--- src/rtl/rv_pkg.sv ---
// rv_pkg: constants and types shared by the RV32 front end.
// Holds the opcode map, the reset fetch address, the NOP encoding, the default
// fetch-buffer depth, the instruction-buffer entry type and an alignment helper.
package rv_pkg;

    // Base opcodes (inst[6:0])
    localparam logic [6:0] OPC_LUI    = 7'b0110111;
    localparam logic [6:0] OPC_AUIPC  = 7'b0010111;
    localparam logic [6:0] OPC_JAL    = 7'b1101111;
    localparam logic [6:0] OPC_JALR   = 7'b1100111;
    localparam logic [6:0] OPC_BRANCH = 7'b1100011;
    localparam logic [6:0] OPC_LOAD   = 7'b0000011;
    localparam logic [6:0] OPC_STORE  = 7'b0100011;
    localparam logic [6:0] OPC_OP_IMM = 7'b0010011;
    localparam logic [6:0] OPC_OP     = 7'b0110011;

    // Front-end defaults
    localparam logic [31:0] RV_RESET_PC = 32'h0000_0000;
    localparam logic [31:0] RV_NOP      = 32'h0000_0013;  // addi x0, x0, 0
    localparam int          FETCH_DEPTH = 2;

    // One instruction-buffer entry: the fetched word tagged with its PC
    typedef struct packed {
        logic [31:0] pc;
        logic [31:0] word;
    } fetch_entry_t;

    // Instruction fetch addresses are always word aligned
    function automatic logic [31:0] word_align(input logic [31:0] addr);
        return {addr[31:2], 2'b00};
    endfunction

endpackage

--- src/rtl/fetch_fifo.sv ---
// fetch_fifo: small show-ahead synchronous FIFO.
// The head entry is visible on head_data whenever empty=0, so a consumer can
// look at it and pop in the same cycle.
// Ports:
//   clk, rst            clock, asynchronous active-high reset
//   push, push_data     write one entry (accepted when not full, or when full
//                       and popping in the same cycle)
//   pop                 remove the head entry (ignored when empty)
//   flush               discard all entries; overrides push and pop
//   head_data           oldest entry
//   full, empty, count  occupancy status
module fetch_fifo #(
    parameter int WIDTH = 32,
    parameter int DEPTH = 2,
    localparam int CW = $clog2(DEPTH + 1)
) (
    input  logic             clk,
    input  logic             rst,
    input  logic             push,
    input  logic [WIDTH-1:0] push_data,
    input  logic             pop,
    input  logic             flush,
    output logic [WIDTH-1:0] head_data,
    output logic             full,
    output logic             empty,
    output logic [CW-1:0]    count
);

    localparam int AW = (DEPTH > 1) ? $clog2(DEPTH) : 1;

    logic [WIDTH-1:0] mem [DEPTH];
    logic [AW-1:0]    wr_ptr_reg;
    logic [AW-1:0]    rd_ptr_reg;
    logic [CW-1:0]    count_reg;
    logic             do_push;
    logic             do_pop;

    // Pointers wrap explicitly so non-power-of-two depths work too
    function automatic logic [AW-1:0] next_ptr(input logic [AW-1:0] p);
        return (p == AW'(DEPTH - 1)) ? '0 : p + AW'(1);
    endfunction

    assign full      = (count_reg == CW'(DEPTH));
    assign empty     = (count_reg == '0);
    assign count     = count_reg;
    assign head_data = mem[rd_ptr_reg];

    assign do_pop  = pop && !empty;
    // When full, a push is only safe if the head leaves in the same cycle
    assign do_push = push && (!full || do_pop);

    always_ff @(posedge clk or posedge rst) begin
        if (rst) begin
            wr_ptr_reg <= '0;
            rd_ptr_reg <= '0;
            count_reg  <= '0;
        end else if (flush) begin
            wr_ptr_reg <= '0;
            rd_ptr_reg <= '0;
            count_reg  <= '0;
        end else begin
            if (do_push) wr_ptr_reg <= next_ptr(wr_ptr_reg);
            if (do_pop)  rd_ptr_reg <= next_ptr(rd_ptr_reg);
            unique case ({do_push, do_pop})
                2'b10:   count_reg <= count_reg + CW'(1);
                2'b01:   count_reg <= count_reg - CW'(1);
                default: ;
            endcase
        end
    end

    // Storage carries no reset: entries are only ever read behind a valid count
    always_ff @(posedge clk) begin
        if (do_push && !flush) mem[wr_ptr_reg] <= push_data;
    end

endmodule

--- src/rtl/inst_fetch.sv ---
// inst_fetch: instruction fetch stage.
// Issues word-aligned fetches to imem under a credit limit, tags responses with
// their PC through an in-order pending-PC queue, buffers them for decode, and
// handles redirects from execute by flushing and dropping stale responses.
// Ports:
//   clk, rst                         clock, asynchronous active-high reset
//   imem_req/imem_addr/imem_ready    fetch request handshake
//   imem_rvalid/imem_rdata           in-order fetch responses (latency >= 1)
//   redirect_valid/redirect_pc       control-flow redirect from execute
//   inst_valid/inst_ready            decode handshake
//   inst/inst_pc                     instruction word and its PC (NOP/0 when empty)
module inst_fetch
    import rv_pkg::*;
#(
    parameter logic [31:0] RESET_PC = RV_RESET_PC,
    parameter int          DEPTH    = FETCH_DEPTH
) (
    input  logic        clk,
    input  logic        rst,
    output logic        imem_req,
    output logic [31:0] imem_addr,
    input  logic        imem_ready,
    input  logic        imem_rvalid,
    input  logic [31:0] imem_rdata,
    input  logic        redirect_valid,
    input  logic [31:0] redirect_pc,
    output logic        inst_valid,
    input  logic        inst_ready,
    output logic [31:0] inst,
    output logic [31:0] inst_pc
);

    localparam int CW = $clog2(DEPTH + 1);
    localparam int SW = CW + 2;  // room for the sum of three counts

    logic [31:0]   pc_reg;
    logic [CW-1:0] drop_cnt_reg;

    // Instruction buffer
    fetch_entry_t  buf_head;
    fetch_entry_t  buf_wdata;
    logic          buf_push;
    logic          buf_pop;
    logic          buf_full;
    logic          buf_empty;
    logic [CW-1:0] buf_count;

    // Pending-PC queue (one entry per accepted, not-yet-answered request)
    logic [31:0]   pq_head;
    logic          pq_push;
    logic          pq_pop;
    logic          pq_full;
    logic          pq_empty;
    logic [CW-1:0] pq_count;

    logic          req_fire;
    logic          resp_drop;
    logic          resp_keep;
    logic [SW-1:0] occupancy;
    logic [SW-1:0] stale_after_redirect;

    // Decode side
    assign inst_valid = !buf_empty && !redirect_valid;
    assign buf_pop    = inst_valid && inst_ready;
    assign inst       = buf_empty ? RV_NOP : buf_head.word;
    assign inst_pc    = buf_empty ? 32'h0000_0000 : buf_head.pc;

    // Credit: every in-flight response (live or stale) plus every buffered
    // entry holds a slot. An entry leaving to decode this cycle frees its slot
    // now, which keeps a 1-cycle imem streaming one instruction per cycle.
    assign occupancy = SW'(pq_count) + SW'(drop_cnt_reg) + SW'(buf_count) - SW'(buf_pop);
    assign imem_req  = !rst && !redirect_valid && (occupancy < SW'(DEPTH));
    assign imem_addr = pc_reg;
    assign req_fire  = imem_req && imem_ready;

    // Stale responses ahead of the live ones are discarded first
    assign resp_drop = imem_rvalid && (drop_cnt_reg != '0);
    assign resp_keep = imem_rvalid && (drop_cnt_reg == '0) && !pq_empty;

    assign pq_push   = req_fire;
    assign pq_pop    = resp_keep;
    assign buf_push  = resp_keep && !redirect_valid;
    assign buf_wdata = '{pc: pq_head, word: imem_rdata};

    // Everything still in flight after this edge becomes stale on a redirect;
    // a response consumed this very cycle is no longer in flight.
    assign stale_after_redirect = SW'(drop_cnt_reg) + SW'(pq_count)
                                - SW'(resp_drop || resp_keep) + SW'(req_fire);

    always_ff @(posedge clk or posedge rst) begin
        if (rst) begin
            pc_reg       <= RESET_PC;
            drop_cnt_reg <= '0;
        end else if (redirect_valid) begin
            pc_reg       <= word_align(redirect_pc);
            drop_cnt_reg <= CW'(stale_after_redirect);
        end else begin
            if (req_fire)  pc_reg       <= pc_reg + 32'd4;  // wraps naturally
            if (resp_drop) drop_cnt_reg <= drop_cnt_reg - CW'(1);
        end
    end

    fetch_fifo #(
        .WIDTH ($bits(fetch_entry_t)),
        .DEPTH (DEPTH)
    ) u_inst_buf (
        .clk       (clk),
        .rst       (rst),
        .push      (buf_push),
        .push_data (buf_wdata),
        .pop       (buf_pop),
        .flush     (redirect_valid),
        .head_data (buf_head),
        .full      (buf_full),
        .empty     (buf_empty),
        .count     (buf_count)
    );

    fetch_fifo #(
        .WIDTH (32),
        .DEPTH (DEPTH)
    ) u_pend_pc (
        .clk       (clk),
        .rst       (rst),
        .push      (pq_push),
        .push_data (pc_reg),
        .pop       (pq_pop),
        .flush     (redirect_valid),
        .head_data (pq_head),
        .full      (pq_full),
        .empty     (pq_empty),
        .count     (pq_count)
    );

    // A response with nothing outstanding is a protocol violation by imem
    a_rvalid_outstanding: assert property (@(posedge clk) disable iff (rst)
        imem_rvalid |-> (drop_cnt_reg != '0 || !pq_empty));

    // The credit limit must keep both queues from overflowing
    a_buf_no_overflow: assert property (@(posedge clk) disable iff (rst)
        !(buf_full && buf_push && !buf_pop));
    a_pq_no_overflow: assert property (@(posedge clk) disable iff (rst)
        !(pq_full && pq_push));

endmodule

--- config.mk ---
export PLATFORM = sky130hd
export DESIGN_NAME = inst_fetch
export DESIGN_NICKNAME = d
export VERILOG_FILES = /design/src/rtl/rv_pkg.sv /design/src/rtl/fetch_fifo.sv /design/src/rtl/inst_fetch.sv
export SDC_FILE = /design/constraint.sdc
export NUM_CORES = 1
export LEC_CHECK = 0
export ABC_AREA = 1
export ABC_CLOCK_PERIOD_IN_PS = 6010
export BUFFER_PORTS_ARGS = -buffer_cell sky130_fd_sc_hd__buf_2
export CORE_MARGIN = 5
export CORE_UTILIZATION = 39
export DETAILED_ROUTE_END_ITERATION = 10
export GPL_TIMING_DRIVEN = 0
export MAX_ROUTING_LAYER = met4
export PLACE_DENSITY = 0.59
export SLEW_MARGIN = 20
export SYNTH_ARGS = -nofsm -noshare
export SYNTH_HDL_FRONTEND = slang
export SYNTH_SLANG_ARGS = --single-unit
--- constraint.sdc ---
create_clock -name clk -period 6.01 [get_ports clk]
set_input_delay 0.601 -clock clk [delete_from_list [all_inputs] [get_ports clk]]
set_output_delay 0.601 -clock clk [all_outputs]
set_load 0.03 [all_outputs]
==> impl_metrics.xml, run 1 <==
<?xml version="1.0" encoding="UTF-8"?>
<metrics>
  <group name="status">
    <metric name="outcome" unit="">completed</metric>
  </group>
  <group name="floorplan">
    <metric name="initial_core_util" unit="%">39.3</metric>
    <metric name="core_area" unit="mm^2">0.0250</metric>
    <metric name="boundaryPins" unit="">168</metric>
    <metric name="chipWidth" unit="um">169</metric>
    <metric name="fp-row-count" unit="">58</metric>
    <metric name="die_area" unit="mm^2">0.0285</metric>
    <metric name="die_h" unit="um">169</metric>
  </group>
  <group name="worst_setup_path">
    <metric name="crit_path_max_fanout" unit="">16</metric>
    <metric name="r2r.worst_path.cells" unit="">12</metric>
    <metric name="worstReg2RegStart" unit="">u_pend_pc.count[0]</metric>
    <metric name="regToRegSetupSlack" unit="ps">2110</metric>
    <metric name="startpoint_type_of_the_worst_setup_path" unit="">register</metric>
    <metric name="crit_arrival" unit="ps">4120</metric>
    <metric name="critical_path.reg2reg.endpoint" unit="">u_pend_pc.mem[1][18]</metric>
    <metric name="timing.critical_path.to_type" unit="">register</metric>
    <metric name="worst-setup-path-type" unit="">reg -&gt; reg</metric>
    <metric name="worstPathRequired" unit="ps">6230</metric>
  </group>
  <group name="sta">
    <metric name="timing.hold.ws" unit="ps">134</metric>
    <metric name="timing.final.crit_period" unit="ps">3900</metric>
    <metric name="tcrit_tclk_final" unit="%">64.9</metric>
    <metric name="timing.final.hold_violations" unit="">0</metric>
    <metric name="achievable_frequency" unit="GHz">0.256</metric>
    <metric name="grt_setup_unrepaired" unit="">no</metric>
    <metric name="timing.final.max_slew_violations" unit="">0</metric>
    <metric name="timing.slew.headroom" unit="%">54.5</metric>
    <metric name="report.final.setup_viol" unit="">0</metric>
    <metric name="tightestPinTransition" unit="ps">683</metric>
    <metric name="finalClockSkew" unit="ps">8.73</metric>
  </group>
  <group name="route">
    <metric name="drc" unit="">0</metric>
    <metric name="aggregate_routed_wire_length" unit="mm">24.0</metric>
    <metric name="detail_route.vias_per_cell" unit="">4.82</metric>
    <metric name="routed_wire_length_per_instance" unit="um">16.5</metric>
    <metric name="drt_first_pass_iters" unit="">5</metric>
    <metric name="route.vias.total" unit="">7012</metric>
    <metric name="final_antenna_net_count" unit="">0</metric>
    <metric name="dr.first_iter.drc_count" unit="">499</metric>
  </group>
  <group name="global_route">
    <metric name="number_of_global_route_vias_before_repair" unit="">6860</metric>
    <metric name="antenna_violations_before_repair" unit="">0</metric>
    <metric name="gr-total-overflow" unit="">0</metric>
    <metric name="grt_usage" unit="%">17.3</metric>
    <metric name="grt_start_max_net_pins" unit="">25</metric>
    <metric name="grt_first_pass_wirelength" unit="mm">37.9</metric>
  </group>
  <group name="layout">
    <metric name="finish.net_count" unit="">1188</metric>
    <metric name="mostFrequentLayoutCell" unit="">sky130_fd_sc_hd__nand2_1</metric>
    <metric name="layout_common_cells" unit="">sky130_fd_sc_hd__nand2_1 (344), sky130_fd_sc_hd__edfxtp_1 (184), sky130_fd_sc_hd__buf_2 (160)</metric>
    <metric name="number_of_flip_flops_under_the_largest_register_name" unit="">124</metric>
    <metric name="regMostFlops" unit="">u_inst_buf.mem</metric>
    <metric name="n_antenna_cell" unit="">0</metric>
    <metric name="multiInputGateArea" unit="mm^2">0.00291</metric>
    <metric name="syn2layout_area_growth" unit="%">23.7</metric>
    <metric name="n_fill_cell" unit="">2322</metric>
    <metric name="seq_area" unit="mm^2">0.00653</metric>
    <metric name="layout_cell_share_with_drive_strength_beyond_1" unit="%">22.8</metric>
  </group>
  <group name="synthesis">
    <metric name="synth_cell_types" unit="">41</metric>
    <metric name="synth-async-reset-ratio" unit="%">17.9</metric>
    <metric name="postSynthRegisterBits" unit="">224</metric>
    <metric name="postSynthCellCount" unit="">909</metric>
    <metric name="synth_warnings" unit="">0</metric>
    <metric name="synth_area" unit="mm^2">0.00982</metric>
    <metric name="synth_enable_flop_cells" unit="">184</metric>
    <metric name="synth-seq-area-share" unit="%">66.5</metric>
    <metric name="yosys_most_used_dff" unit="">sky130_fd_sc_hd__edfxtp_1</metric>
    <metric name="syn_area_per_cell" unit="um^2">10.8</metric>
  </group>
  <group name="clocking">
    <metric name="clock_sinks" unit="">224</metric>
    <metric name="cts_tree" unit="">done</metric>
    <metric name="clk_pin_slew_worst_paths" unit="ps">60</metric>
    <metric name="cts_root_buf" unit="">sky130_fd_sc_hd__clkbuf_16</metric>
    <metric name="quantity_of_gates_resized_following_cts" unit="">0</metric>
    <metric name="h_tree_depth" unit="">1</metric>
    <metric name="tritoncts.num_buffers" unit="">24</metric>
    <metric name="cts_hold_buffers" unit="">0</metric>
    <metric name="worst_skew_pair.late_latency" unit="ps">510</metric>
    <metric name="clock_tree.buffer_depth" unit="">3</metric>
    <metric name="cts.repair_timing.setup_buffer_count" unit="">0</metric>
  </group>
  <group name="min_path">
    <metric name="min_path_type" unit="">in -&gt; async</metric>
  </group>
  <group name="placement">
    <metric name="place.gp.congestion" unit="">0.901</metric>
    <metric name="place.detailed.hpwl" unit="mm">17.7</metric>
    <metric name="port_buffers" unit="">160</metric>
  </group>
  <group name="job">
    <metric name="drv.max_cap_violation_count" unit="">0</metric>
  </group>
  <group name="power_and_ir_drop">
    <metric name="ir_drop" unit="mV">0.470</metric>
    <metric name="total_leakage_power" unit="nW">4.97</metric>
    <metric name="powerDensity" unit="mW/mm^2">452</metric>
    <metric name="post-layout-total-power" unit="mW">5.49</metric>
  </group>
</metrics>
-- kinds of logic after synthesis --
| group | count (synthesis) | share of synthesized area (%) |
|---|---|---|
| simple gates | 461 | 20.2 |
| flops | 224 | 66.5 |
| compound gates | 97 | 5.41 |
| buf+inv | 93 | 4.34 |
| xor+xnor | 22 | 1.96 |
| fa+ha+maj | 11 | 1.55 |
| other cells | 1 | 0.0382 |
-- worst max path at each step --
stage                                    from                     to  slack [ps]  cells past startpoint
after floorplan            u_pend_pc.count[0]   u_pend_pc.mem[0][10]        1680                     11
after global placement         redirect_valid  u_inst_buf.mem[1][61]        -150                      8
after detailed placement   u_pend_pc.count[0]   u_pend_pc.mem[1][23]        2070                     12
after CTS                  u_pend_pc.count[0]   u_pend_pc.mem[1][14]        2070                     12
after global routing      u_inst_buf.count[0]   u_pend_pc.mem[1][23]        1890                     15
final                      u_pend_pc.count[0]   u_pend_pc.mem[1][18]        2110                     12
-- metrics by stage --
stage                     setup TNS, ps  std cells  utilization (%)  setup slack [ps]  cell area [um^2]
after global routing                  0       1455             48.6              1890             12100
after floorplan                       0        912                -              1680              9830
final                                 0       1455             48.6              2110             12100
after CTS                             0       1455             48.6              2070             12100
after detailed placement              0       1411             45.3              2070             11300
after global placement           -16830       1402             44.2              -151             11000
-- power breakdown --
group | leakage, nW | total (mW) | internal [mW] | switching [mW]
clock network | 0.394 | 1.53 | 0.937 | 0.595
registers | 2.15 | 2.06 | 1.89 | 0.173
logic | 2.42 | 1.89 | 0.542 | 1.35
-- metal layers --
| layer | share of wire [%] | wire, um | up-vias | GRT usage (%) |
|---|---|---|---|---|
| li1 | - | - | 3478 | - |
| met1 | 46 | 11000 | 3249 | 23.8 |
| met2 | 46 | 11200 | 253 | 27.8 |
| met3 | 6.2 | 1490 | 32 | 2.43 |
| met4 | 1.6 | 386 | 0 | 3.42 |
| met5 | 0 | 0 | - | - |
-- layout make-up --
type / instances / share of cell area (%)
timing repair buffer: 169 / 8.51
buffer: 40 / 1.83
clock inverter: 16 / 1.64
multi-input combinational: 595 / 24.0
inverter: 53 / 1.68
tap: 330 / 3.40
clock buffer: 28 / 5.24
sequential: 224 / 53.7
-- synth_stat cells (7+ instances only) --
cell type	n	area (um^2)
sky130_fd_sc_hd__xor2_1	15	131
sky130_fd_sc_hd__ha_1	9	113
sky130_fd_sc_hd__nand3_1	33	165
sky130_fd_sc_hd__dfrtp_1	40	1000
sky130_fd_sc_hd__nand4_1	9	56.3
sky130_fd_sc_hd__nor2_1	33	124
sky130_fd_sc_hd__a21oi_1	62	310
sky130_fd_sc_hd__clkbuf_1	24	90.1
sky130_fd_sc_hd__nor3_2	7	70.1
sky130_fd_sc_hd__inv_1	46	173
sky130_fd_sc_hd__xnor2_1	7	61.3
sky130_fd_sc_hd__edfxtp_1	184	5530
sky130_fd_sc_hd__o21ai_0	13	65.1
sky130_fd_sc_hd__o211ai_1	10	75.1
sky130_fd_sc_hd__nor3_1	11	55.1
sky130_fd_sc_hd__nand2_1	344	1290
-- worst max-delay path, cell delays in order, from the launching register on --
cell                      delay (ps)
sky130_fd_sc_hd__dfrtp_1         440
sky130_fd_sc_hd__ha_1            230
sky130_fd_sc_hd__fa_1            490
sky130_fd_sc_hd__inv_1            70
sky130_fd_sc_hd__ha_1            310
sky130_fd_sc_hd__fa_1            560
sky130_fd_sc_hd__nand3_2         100
sky130_fd_sc_hd__nor2_4          180
sky130_fd_sc_hd__nand3_2         120
sky130_fd_sc_hd__nor2_4          180
sky130_fd_sc_hd__nand2_1         210
sky130_fd_sc_hd__nor2_4          490
sky130_fd_sc_hd__buf_16          220
(Power assumes the default switching activity.)
==> run 2, diff against run 1 <==
--- a/config.mk
+++ b/config.mk
@@ -6,14 +6,14 @@
 export NUM_CORES = 1
 export LEC_CHECK = 0
 export ABC_AREA = 1
-export ABC_CLOCK_PERIOD_IN_PS = 6010
+export ABC_CLOCK_PERIOD_IN_PS = 3230
 export BUFFER_PORTS_ARGS = -buffer_cell sky130_fd_sc_hd__buf_2
 export CORE_MARGIN = 5
 export CORE_UTILIZATION = 39
 export DETAILED_ROUTE_END_ITERATION = 10
 export GPL_TIMING_DRIVEN = 0
 export MAX_ROUTING_LAYER = met4
-export PLACE_DENSITY = 0.59
+export PLACE_DENSITY = 0.61
 export SLEW_MARGIN = 20
 export SYNTH_ARGS = -nofsm -noshare
 export SYNTH_HDL_FRONTEND = slang
==> constraint.sdc (replaced) <==
create_clock -name clk -period 3.23 [get_ports clk]
set_input_delay 0.323 -clock clk [delete_from_list [all_inputs] [get_ports clk]]
set_output_delay 0.323 -clock clk [all_outputs]
set_load 0.03 [all_outputs]
==> run 2 against run 1 <==
Non-clock buffer count is 45 higher; final area grew 3.9%; register-to-register slack got worse by 2100 ps; the run now ends with negative setup slack left; flip-flop and latch count unchanged; clock power is 71% higher; highest routed layer unchanged; power grew 87%.
==> impl_metrics.xml, run 2 (synthesized netlist as in run 1, its figures left out) <==
<?xml version="1.0" encoding="UTF-8"?>
<metrics>
  <group name="layout">
    <metric name="number_of_flip_flops_under_the_largest_register_name" unit="">124</metric>
    <metric name="final_core_utilization" unit="%">50.6</metric>
    <metric name="finish.net_count" unit="">1235</metric>
    <metric name="n_fill_cell" unit="">2263</metric>
    <metric name="layout_common_cells" unit="">sky130_fd_sc_hd__nand2_1 (340), sky130_fd_sc_hd__edfxtp_1 (184), sky130_fd_sc_hd__buf_2 (159)</metric>
    <metric name="n_antenna_cell" unit="">0</metric>
    <metric name="regMostFlops" unit="">u_inst_buf.mem</metric>
    <metric name="layout_cell_share_with_drive_strength_beyond_1" unit="%">24.6</metric>
    <metric name="mostFrequentLayoutCell" unit="">sky130_fd_sc_hd__nand2_1</metric>
    <metric name="syn2layout_area_growth" unit="%">28.5</metric>
  </group>
  <group name="worst_setup_path">
    <metric name="crit_path_max_fanout" unit="">2</metric>
    <metric name="cell_breakdown_of_the_critical_path" unit="">ha_2 &gt; fa_1 &gt; inv_2 &gt; ha_4 &gt; fa_1 &gt; nand3_2 &gt; nor2_4 &gt; nand3_4 &gt; inv_2 &gt; buf_6</metric>
    <metric name="worstPathRequired" unit="ps">2910</metric>
    <metric name="timing.critical_path.to_type" unit="">output port</metric>
    <metric name="worstSetupEndpoint" unit="">imem_req</metric>
    <metric name="cpPeakStageDelay" unit="ps">550</metric>
    <metric name="path_delay_family" unit="">adder cells</metric>
    <metric name="crit_path_top_delay_cell" unit="">sky130_fd_sc_hd__fa_1</metric>
    <metric name="startpoint_type_of_the_worst_setup_path" unit="">register</metric>
    <metric name="regToRegSetupSlack" unit="ps">40</metric>
    <metric name="critPathBufInv" unit="">3</metric>
    <metric name="worst-setup-path-type" unit="">reg -&gt; out</metric>
    <metric name="timing.critical_path.depth" unit="">10</metric>
    <metric name="worstReg2RegStart" unit="">u_pend_pc.count[0]</metric>
    <metric name="critical_path.reg2reg.endpoint" unit="">imem_addr[14]</metric>
    <metric name="r2r.worst_path.cells" unit="">15</metric>
    <metric name="crit_arrival" unit="ps">2910</metric>
    <metric name="crit_start" unit="">u_pend_pc.count[0]</metric>
  </group>
  <group name="power_and_ir_drop">
    <metric name="post-layout-total-power" unit="mW">10.3</metric>
    <metric name="ir_drop" unit="mV">0.383</metric>
    <metric name="power.share.combinational" unit="%">37.3</metric>
    <metric name="internal-power" unit="mW">6.28</metric>
    <metric name="switching_power" unit="mW">3.99</metric>
    <metric name="powerDensity" unit="mW/mm^2">814</metric>
    <metric name="switching_share" unit="%">38.9</metric>
    <metric name="seqPwrFrac" unit="%">37.4</metric>
    <metric name="total_leakage_power" unit="nW">5.18</metric>
    <metric name="pwr-share-clk" unit="%">25.4</metric>
  </group>
  <group name="global_route">
    <metric name="grt_first_pass_wirelength" unit="mm">38.1</metric>
    <metric name="number_of_global_route_vias_before_repair" unit="">6965</metric>
    <metric name="grt_start_max_net_pins" unit="">24</metric>
    <metric name="antenna_violations_before_repair" unit="">0</metric>
    <metric name="grt_usage" unit="%">17.3</metric>
    <metric name="gr-total-overflow" unit="">0</metric>
  </group>
  <group name="sta">
    <metric name="timing.final.hold_violations" unit="">0</metric>
    <metric name="report.final.setup_viol" unit="">1</metric>
    <metric name="finalClockSkew" unit="ps">26.9</metric>
    <metric name="timing.hold.ws" unit="ps">24.8</metric>
    <metric name="timing.final.crit_period" unit="ps">3230</metric>
    <metric name="grt_setup_unrepaired" unit="">yes</metric>
    <metric name="timing.final.max_slew_violations" unit="">0</metric>
    <metric name="layout_setup_ws" unit="ps">-1.77</metric>
    <metric name="tcrit_tclk_final" unit="%">100</metric>
    <metric name="tightestPinTransition" unit="ps">662</metric>
    <metric name="timing.slew.headroom" unit="%">55.7</metric>
    <metric name="setup-tns-final" unit="ps">-1.77</metric>
    <metric name="achievable_frequency" unit="GHz">0.309</metric>
  </group>
  <group name="clocking">
    <metric name="h_tree_depth" unit="">1</metric>
    <metric name="clock_sinks" unit="">224</metric>
    <metric name="worst_skew_pair.late_latency" unit="ps">520</metric>
    <metric name="clock_tree.buffer_depth" unit="">3</metric>
    <metric name="cts_tree" unit="">done</metric>
    <metric name="cts_root_buf" unit="">sky130_fd_sc_hd__clkbuf_16</metric>
    <metric name="clk_pin_slew_worst_paths" unit="ps">60</metric>
    <metric name="tritoncts.num_buffers" unit="">24</metric>
  </group>
  <group name="route">
    <metric name="aggregate_routed_wire_length" unit="mm">24.2</metric>
    <metric name="dr.first_iter.drc_count" unit="">401</metric>
    <metric name="drt_first_pass_iters" unit="">5</metric>
    <metric name="final_antenna_net_count" unit="">0</metric>
    <metric name="routed_wire_length_per_instance" unit="um">16.1</metric>
    <metric name="detail_route.vias_per_cell" unit="">4.76</metric>
    <metric name="route.vias.total" unit="">7128</metric>
    <metric name="drc" unit="">0</metric>
  </group>
  <group name="job">
    <metric name="drv.max_cap_violation_count" unit="">0</metric>
  </group>
  <group name="status">
    <metric name="violations" unit="">negative setup slack</metric>
    <metric name="outcome" unit="">complete, but fails checks</metric>
  </group>
  <group name="floorplan">
    <metric name="die_area" unit="mm^2">0.0285</metric>
    <metric name="die_h" unit="um">169</metric>
    <metric name="initial_core_util" unit="%">39.3</metric>
    <metric name="fp-row-count" unit="">58</metric>
    <metric name="core_area" unit="mm^2">0.0250</metric>
    <metric name="boundaryPins" unit="">168</metric>
    <metric name="chipWidth" unit="um">169</metric>
  </group>
  <group name="placement">
    <metric name="place.detailed.hpwl" unit="mm">16.6</metric>
    <metric name="place.gp.congestion" unit="">0.895</metric>
    <metric name="port_buffers" unit="">160</metric>
  </group>
  <group name="min_path">
    <metric name="min_path_type" unit="">in -&gt; reg</metric>
  </group>
</metrics>
## run 2: cell count changes in the layout (fill, tap and decap cells not counted), sizes merged
cell,change
inv,-2
clkbuf,+6
buf,+13
bufinv,-3
dlygate4sd3,+30
nor2,+2
clkinv,+2
clkinvlp,-4
## run 2: power groups by stage
| stage | Clock, mW | Combinational [mW] | Sequential [mW] |
|---|---|---|---|
| 3_5_place_dp | 0 | 3.56 | 3.89 |
| 2_1_floorplan | 0 | 2.33 | 3.99 |
| 5_1_grt | 2.80 | 4.22 | 3.88 |
| 4_1_cts | 2.67 | 3.79 | 3.84 |
| 6_report | 2.61 | 3.83 | 3.84 |
| 3_3_place_gp | 0 | 3.50 | 3.89 |
## run 2: how the worst min path moves through the flow
stage | start | to | slack [ps] | cells past startpoint
2_1_floorplan | imem_rdata[0] | u_inst_buf.mem[0][0] | 420 | 0
3_3_place_gp | u_inst_buf.wr_ptr_reg | u_inst_buf.wr_ptr_reg | 500 | 1
3_5_place_dp | rst | drop_cnt_reg[0] | 390 | 2
4_1_cts | imem_rdata[9] | u_inst_buf.mem[0][9] | 0.2 | 1
5_1_grt | imem_rdata[5] | u_inst_buf.mem[1][5] | 3 | 1
6_report | imem_rdata[30] | u_inst_buf.mem[0][30] | 20 | 1
## run 2: cell type report
cell class	count	area [um^2]	area share, %
timing repair buffer	214	1460	11.6
sequential	224	6530	51.7
clock buffer	32	682	5.40
tap	330	413	3.27
buffer	40	238	1.88
clock inverter	9	72.6	0.575
multi-input combinational	597	3020	23.9
inverter	53	209	1.66
## run 2: metal layers
metal / GRT usage (%) / routed length [um]
met1: 23.8 / 10900
met2: 27.6 / 11500
met3: 2.45 / 1380
met4: 3.71 / 359
met5: - / 0
## run 2: through the flow
stage / instance area (um^2) / std cells / setup WS (ps)
finish: 12600 / 1499 / -1.77
global route: 12600 / 1499 / -111
CTS: 12500 / 1492 / -48.7
detailed placement: 11200 / 1407 / -607
global placement: 11100 / 1402 / -2690
floorplan: 9890 / 912 / -945
## run 2: timing repair
| action | in CTS | in global routing |
|---|---|---|
| setup endpoints to repair | 63 | 77 |
| setup buffers | 12 | 5 |
| hold endpoints to repair | 75 | 0 |
| gates resized for setup | 13 | 12 |
| pin swaps | 8 | 4 |
| gates cloned | 2 | 2 |
| hold buffers | 30 | 0 |
## run 2: worst reg2reg max path, stage by stage, from the launching register on
cell                        delay (ps)
sky130_fd_sc_hd__dfrtp_2           410
sky130_fd_sc_hd__ha_2              180
sky130_fd_sc_hd__fa_1              490
sky130_fd_sc_hd__inv_2              50
sky130_fd_sc_hd__ha_4              210
sky130_fd_sc_hd__fa_1              550
sky130_fd_sc_hd__nand3_2            90
sky130_fd_sc_hd__nor2_4            150
sky130_fd_sc_hd__buf_4             120
sky130_fd_sc_hd__buf_4             100
sky130_fd_sc_hd__nand4_4           190
sky130_fd_sc_hd__nand2_4           170
sky130_fd_sc_hd__inv_6              60
sky130_fd_sc_hd__clkbuf_16         150
sky130_fd_sc_hd__nand2_1            50
sky130_fd_sc_hd__o211ai_1           80
==> run 3, diff against run 2 <==
--- a/config.mk
+++ b/config.mk
@@ -5,7 +5,6 @@
 export SDC_FILE = /design/constraint.sdc
 export NUM_CORES = 1
 export LEC_CHECK = 0
-export ABC_AREA = 1
 export ABC_CLOCK_PERIOD_IN_PS = 3230
 export BUFFER_PORTS_ARGS = -buffer_cell sky130_fd_sc_hd__buf_2
 export CORE_MARGIN = 5
==> run 3 against run 2 <==
Core utilization up 3.0 points; combinational power down 49%; critical path depth up 2; the run still ends with negative setup slack left; clock skew down 11 ps; die area down 2.0%; setup slack worse by 420 ps.
==> impl_metrics.xml, run 3 <==
<?xml version="1.0" encoding="UTF-8"?>
<metrics>
  <group name="status">
    <metric name="outcome" unit="">complete, but fails checks</metric>
    <metric name="violations" unit="">negative setup slack</metric>
  </group>
  <group name="clocking">
    <metric name="tritoncts.num_buffers" unit="">24</metric>
    <metric name="cts_root_buf" unit="">sky130_fd_sc_hd__clkbuf_16</metric>
    <metric name="clk_pin_slew_worst_paths" unit="ps">60</metric>
    <metric name="worst_skew_pair.late_latency" unit="ps">510</metric>
    <metric name="clock_tree.buffer_depth" unit="">3</metric>
    <metric name="clock_sinks" unit="">224</metric>
    <metric name="h_tree_depth" unit="">1</metric>
    <metric name="cts_tree" unit="">done</metric>
  </group>
  <group name="global_route">
    <metric name="antenna_violations_before_repair" unit="">0</metric>
    <metric name="grt_start_max_net_pins" unit="">25</metric>
    <metric name="grt_usage" unit="%">17.5</metric>
    <metric name="gr-total-overflow" unit="">0</metric>
    <metric name="number_of_global_route_vias_before_repair" unit="">6645</metric>
    <metric name="grt_first_pass_wirelength" unit="mm">37.4</metric>
  </group>
  <group name="worst_setup_path">
    <metric name="cpPeakStageDelay" unit="ps">570</metric>
    <metric name="startpoint_type_of_the_worst_setup_path" unit="">register</metric>
    <metric name="cell_breakdown_of_the_critical_path" unit="">ha_4 &gt; fa_2 &gt; inv_2 &gt; ha_4 &gt; fa_2 &gt; nand2b_4 &gt; nor4b_4 &gt; nand3_4 &gt; clkbuf_16 &gt; a31oi_4 &gt; nor2b_4 &gt; buf_12</metric>
    <metric name="crit_arrival" unit="ps">3880</metric>
    <metric name="path_delay_family" unit="">adder cells</metric>
    <metric name="crit_path_top_delay_cell" unit="">sky130_fd_sc_hd__fa_2</metric>
    <metric name="timing.critical_path.to_type" unit="">register</metric>
    <metric name="crit_path_max_fanout" unit="">7</metric>
    <metric name="critPathBufInv" unit="">3</metric>
    <metric name="worst-setup-path-type" unit="">reg -&gt; reg</metric>
    <metric name="worstPathRequired" unit="ps">3450</metric>
  </group>
  <group name="sta">
    <metric name="finalClockSkew" unit="ps">15.4</metric>
    <metric name="timing.final.hold_violations" unit="">0</metric>
    <metric name="achievable_frequency" unit="GHz">0.274</metric>
    <metric name="tcrit_tclk_final" unit="%">113</metric>
    <metric name="tightestPinTransition" unit="ps">804</metric>
    <metric name="timing.hold.ws" unit="ps">29.4</metric>
    <metric name="timing.slew.headroom" unit="%">45.8</metric>
    <metric name="grt_setup_unrepaired" unit="">yes</metric>
    <metric name="report.final.setup_viol" unit="">93</metric>
    <metric name="timing.final.crit_period" unit="ps">3660</metric>
    <metric name="layout_setup_ws" unit="ps">-426</metric>
    <metric name="timing.final.max_slew_violations" unit="">0</metric>
  </group>
  <group name="synthesis">
    <metric name="yosys_most_used_dff" unit="">sky130_fd_sc_hd__edfxtp_1</metric>
    <metric name="synth-async-reset-ratio" unit="%">17.9</metric>
    <metric name="postSynthCellCount" unit="">690</metric>
    <metric name="cell_taking_the_most_area_after_synthesis" unit="">sky130_fd_sc_hd__edfxtp_1</metric>
    <metric name="synth_area" unit="mm^2">0.00961</metric>
    <metric name="ys_top_cells_by_area" unit="">sky130_fd_sc_hd__edfxtp_1 (58%), sky130_fd_sc_hd__dfrtp_1 (10%), sky130_fd_sc_hd__mux2i_1 (6.8%)</metric>
    <metric name="synth.most_common_cell" unit="">sky130_fd_sc_hd__edfxtp_1</metric>
    <metric name="yosysTopAreaCellShare" unit="%">57.5</metric>
    <metric name="synth_enable_flop_cells" unit="">184</metric>
    <metric name="synth_warnings" unit="">0</metric>
    <metric name="synth-seq-area-share" unit="%">67.9</metric>
    <metric name="synth_cell_types" unit="">58</metric>
    <metric name="synth_top_cells_by_count" unit="">sky130_fd_sc_hd__edfxtp_1 (184), sky130_fd_sc_hd__nor2_1 (81), sky130_fd_sc_hd__mux2i_1 (65)</metric>
    <metric name="syn_area_per_cell" unit="um^2">13.9</metric>
    <metric name="postSynthRegisterBits" unit="">224</metric>
  </group>
  <group name="placement">
    <metric name="postPlaceCellArea" unit="mm^2">0.0111</metric>
    <metric name="place.gp.congestion" unit="">0.824</metric>
    <metric name="port_buffers" unit="">160</metric>
    <metric name="place.detailed.hpwl" unit="mm">16.1</metric>
  </group>
  <group name="layout">
    <metric name="regMostFlops" unit="">u_inst_buf.mem</metric>
    <metric name="layout_common_cells" unit="">sky130_fd_sc_hd__edfxtp_1 (184), sky130_fd_sc_hd__buf_2 (160), sky130_fd_sc_hd__nor2_1 (78)</metric>
    <metric name="syn2layout_area_growth" unit="%">35.7</metric>
    <metric name="finish.instance_area" unit="mm^2">0.0130</metric>
    <metric name="n_antenna_cell" unit="">0</metric>
    <metric name="number_of_flip_flops_under_the_largest_register_name" unit="">124</metric>
    <metric name="finish.net_count" unit="">1045</metric>
    <metric name="mostFrequentLayoutCell" unit="">sky130_fd_sc_hd__edfxtp_1</metric>
    <metric name="layout_cell_share_with_drive_strength_beyond_1" unit="%">35.0</metric>
  </group>
  <group name="power_and_ir_drop">
    <metric name="seqPwrFrac" unit="%">42.8</metric>
    <metric name="ir_drop" unit="mV">0.365</metric>
    <metric name="switching_share" unit="%">28.4</metric>
    <metric name="pwr-share-clk" unit="%">33.3</metric>
    <metric name="powerDensity" unit="mW/mm^2">626</metric>
    <metric name="post-layout-total-power" unit="mW">8.16</metric>
    <metric name="switching_power" unit="mW">2.32</metric>
    <metric name="total_leakage_power" unit="nW">4.84</metric>
    <metric name="power.share.combinational" unit="%">24.0</metric>
    <metric name="internal-power" unit="mW">5.84</metric>
  </group>
  <group name="route">
    <metric name="routed_wire_length_per_instance" unit="um">18.8</metric>
    <metric name="final_antenna_net_count" unit="">0</metric>
    <metric name="drc" unit="">0</metric>
    <metric name="detail_route.vias_per_cell" unit="">5.13</metric>
    <metric name="aggregate_routed_wire_length" unit="mm">24.5</metric>
    <metric name="drt_first_pass_iters" unit="">5</metric>
    <metric name="dr.first_iter.drc_count" unit="">471</metric>
    <metric name="route.vias.total" unit="">6685</metric>
  </group>
  <group name="floorplan">
    <metric name="chipWidth" unit="um">167</metric>
    <metric name="initial_core_util" unit="%">39.5</metric>
    <metric name="fp-row-count" unit="">57</metric>
    <metric name="boundaryPins" unit="">168</metric>
    <metric name="core_area" unit="mm^2">0.0243</metric>
    <metric name="die_h" unit="um">167</metric>
    <metric name="die_area" unit="mm^2">0.0279</metric>
  </group>
  <group name="job">
    <metric name="drv.max_cap_violation_count" unit="">0</metric>
  </group>
  <group name="min_path">
    <metric name="min_path_type" unit="">in -&gt; reg</metric>
  </group>
</metrics>
==> run 3: cell types whose count changed after synthesis, moves of 10 or more <==
cell	previous run	this run
sky130_fd_sc_hd__nand2_1	344	36
sky130_fd_sc_hd__mux2i_1	0	65
sky130_fd_sc_hd__a21oi_1	62	12
sky130_fd_sc_hd__nor2_1	33	81
sky130_fd_sc_hd__mux2_2	0	30
sky130_fd_sc_hd__inv_1	46	22
sky130_fd_sc_hd__nand3_1	33	15
sky130_fd_sc_hd__o21ai_0	13	28
sky130_fd_sc_hd__xor2_1	15	5
==> run 3: cells by family after synthesis <==
| family | Yosys count | synth area share [%] |
|---|---|---|
| compound gates | 87 | 6.20 |
| xor+xnor | 12 | 1.09 |
| fa+ha+maj | 11 | 1.59 |
| buf+inv | 58 | 2.45 |
| flops | 224 | 67.9 |
| mux | 95 | 10.3 |
| other cells | 1 | 0.0390 |
| simple gates | 202 | 10.4 |
==> run 3: metrics by stage <==
stage               std cells  TNS (ps)  setup WS (ps)  utilization, %
floorplan                 693    -29980           -517               -
global placement         1177   -240570          -1370            45.0
detailed placement       1188    -95080          -1360            45.7
CTS                      1289    -26410           -358            52.6
global route             1304    -40010           -520            53.6
finish                   1304    -31410           -426            53.6
==> run 3: cell type report <==
class,count,area [um^2]
Timing Repair Buffer,245,1750
Multi-Input combinational cell,413,3260
Tap cell,324,405
Clock inverter,11,136
Sequential cell,224,6530
Fill cell,2035,11300
Inverter,23,98.8
Clock buffer,31,648
Buffer,33,209
==> run 3: worst paths after layout <==
| check | start | to | slack, ps | depth (start not counted) |
|---|---|---|---|---|
| min in group asynchronous | rst | imem_addr[5] | 420 | 3 |
| max | u_pend_pc.count[0] | u_pend_pc.mem[0][27] | -430 | 12 |
| min reg2reg | imem_addr[30] | u_pend_pc.mem[1][30] | 550 | 0 |
| min | imem_rdata[29] | u_inst_buf.mem[0][29] | 30 | 1 |
| max reg2reg | u_pend_pc.count[0] | u_pend_pc.mem[0][27] | -430 | 12 |
| max in group asynchronous | rst | u_inst_buf.count[1] | 2320 | 4 |
==> run 3: worst reg2reg max path, cell delays in order, from the launching register on <==
cell and delay, ps:
sky130_fd_sc_hd__dfrtp_2 430, sky130_fd_sc_hd__ha_4 160, sky130_fd_sc_hd__fa_2 550, sky130_fd_sc_hd__inv_2 50, sky130_fd_sc_hd__ha_4 210, sky130_fd_sc_hd__fa_2 570, sky130_fd_sc_hd__nand2b_4 70, sky130_fd_sc_hd__nor4b_4 360
sky130_fd_sc_hd__nand3_4 150, sky130_fd_sc_hd__clkbuf_16 180, sky130_fd_sc_hd__a31oi_4 210, sky130_fd_sc_hd__nor2b_4 260, sky130_fd_sc_hd__buf_12 160
==> run 3: power groups by stage <==
stage          sequential, mW  clock [mW]  combinational (mW)
2_1_floorplan            3.59           0               0.882
3_5_place_dp             3.54           0                1.36
4_1_cts                  3.49        2.78                1.72
6_report                 3.49        2.71                1.96
3_3_place_gp             3.54           0                1.33
5_1_grt                  3.51        2.91                2.09
==> run 3: timing repair <==
item | in CTS | in global routing
hold endpoints to repair | 77 | 0
cloned | 3 | 0
pin swaps | 24 | 21
hold buffers | 32 | 0
setup buffers | 26 | 18
setup endpoints to repair | 95 | 96
resized for setup | 67 | 29
==> run 3: per-layer routing <==
metal	track usage (%)	vias up	share of wire, %
met2	29.1	241	49
met5	-	-	0
met1	22.1	3249	42
met3	2.92	50	6.4
li1	-	3145	-
met4	5.37	0	3.0
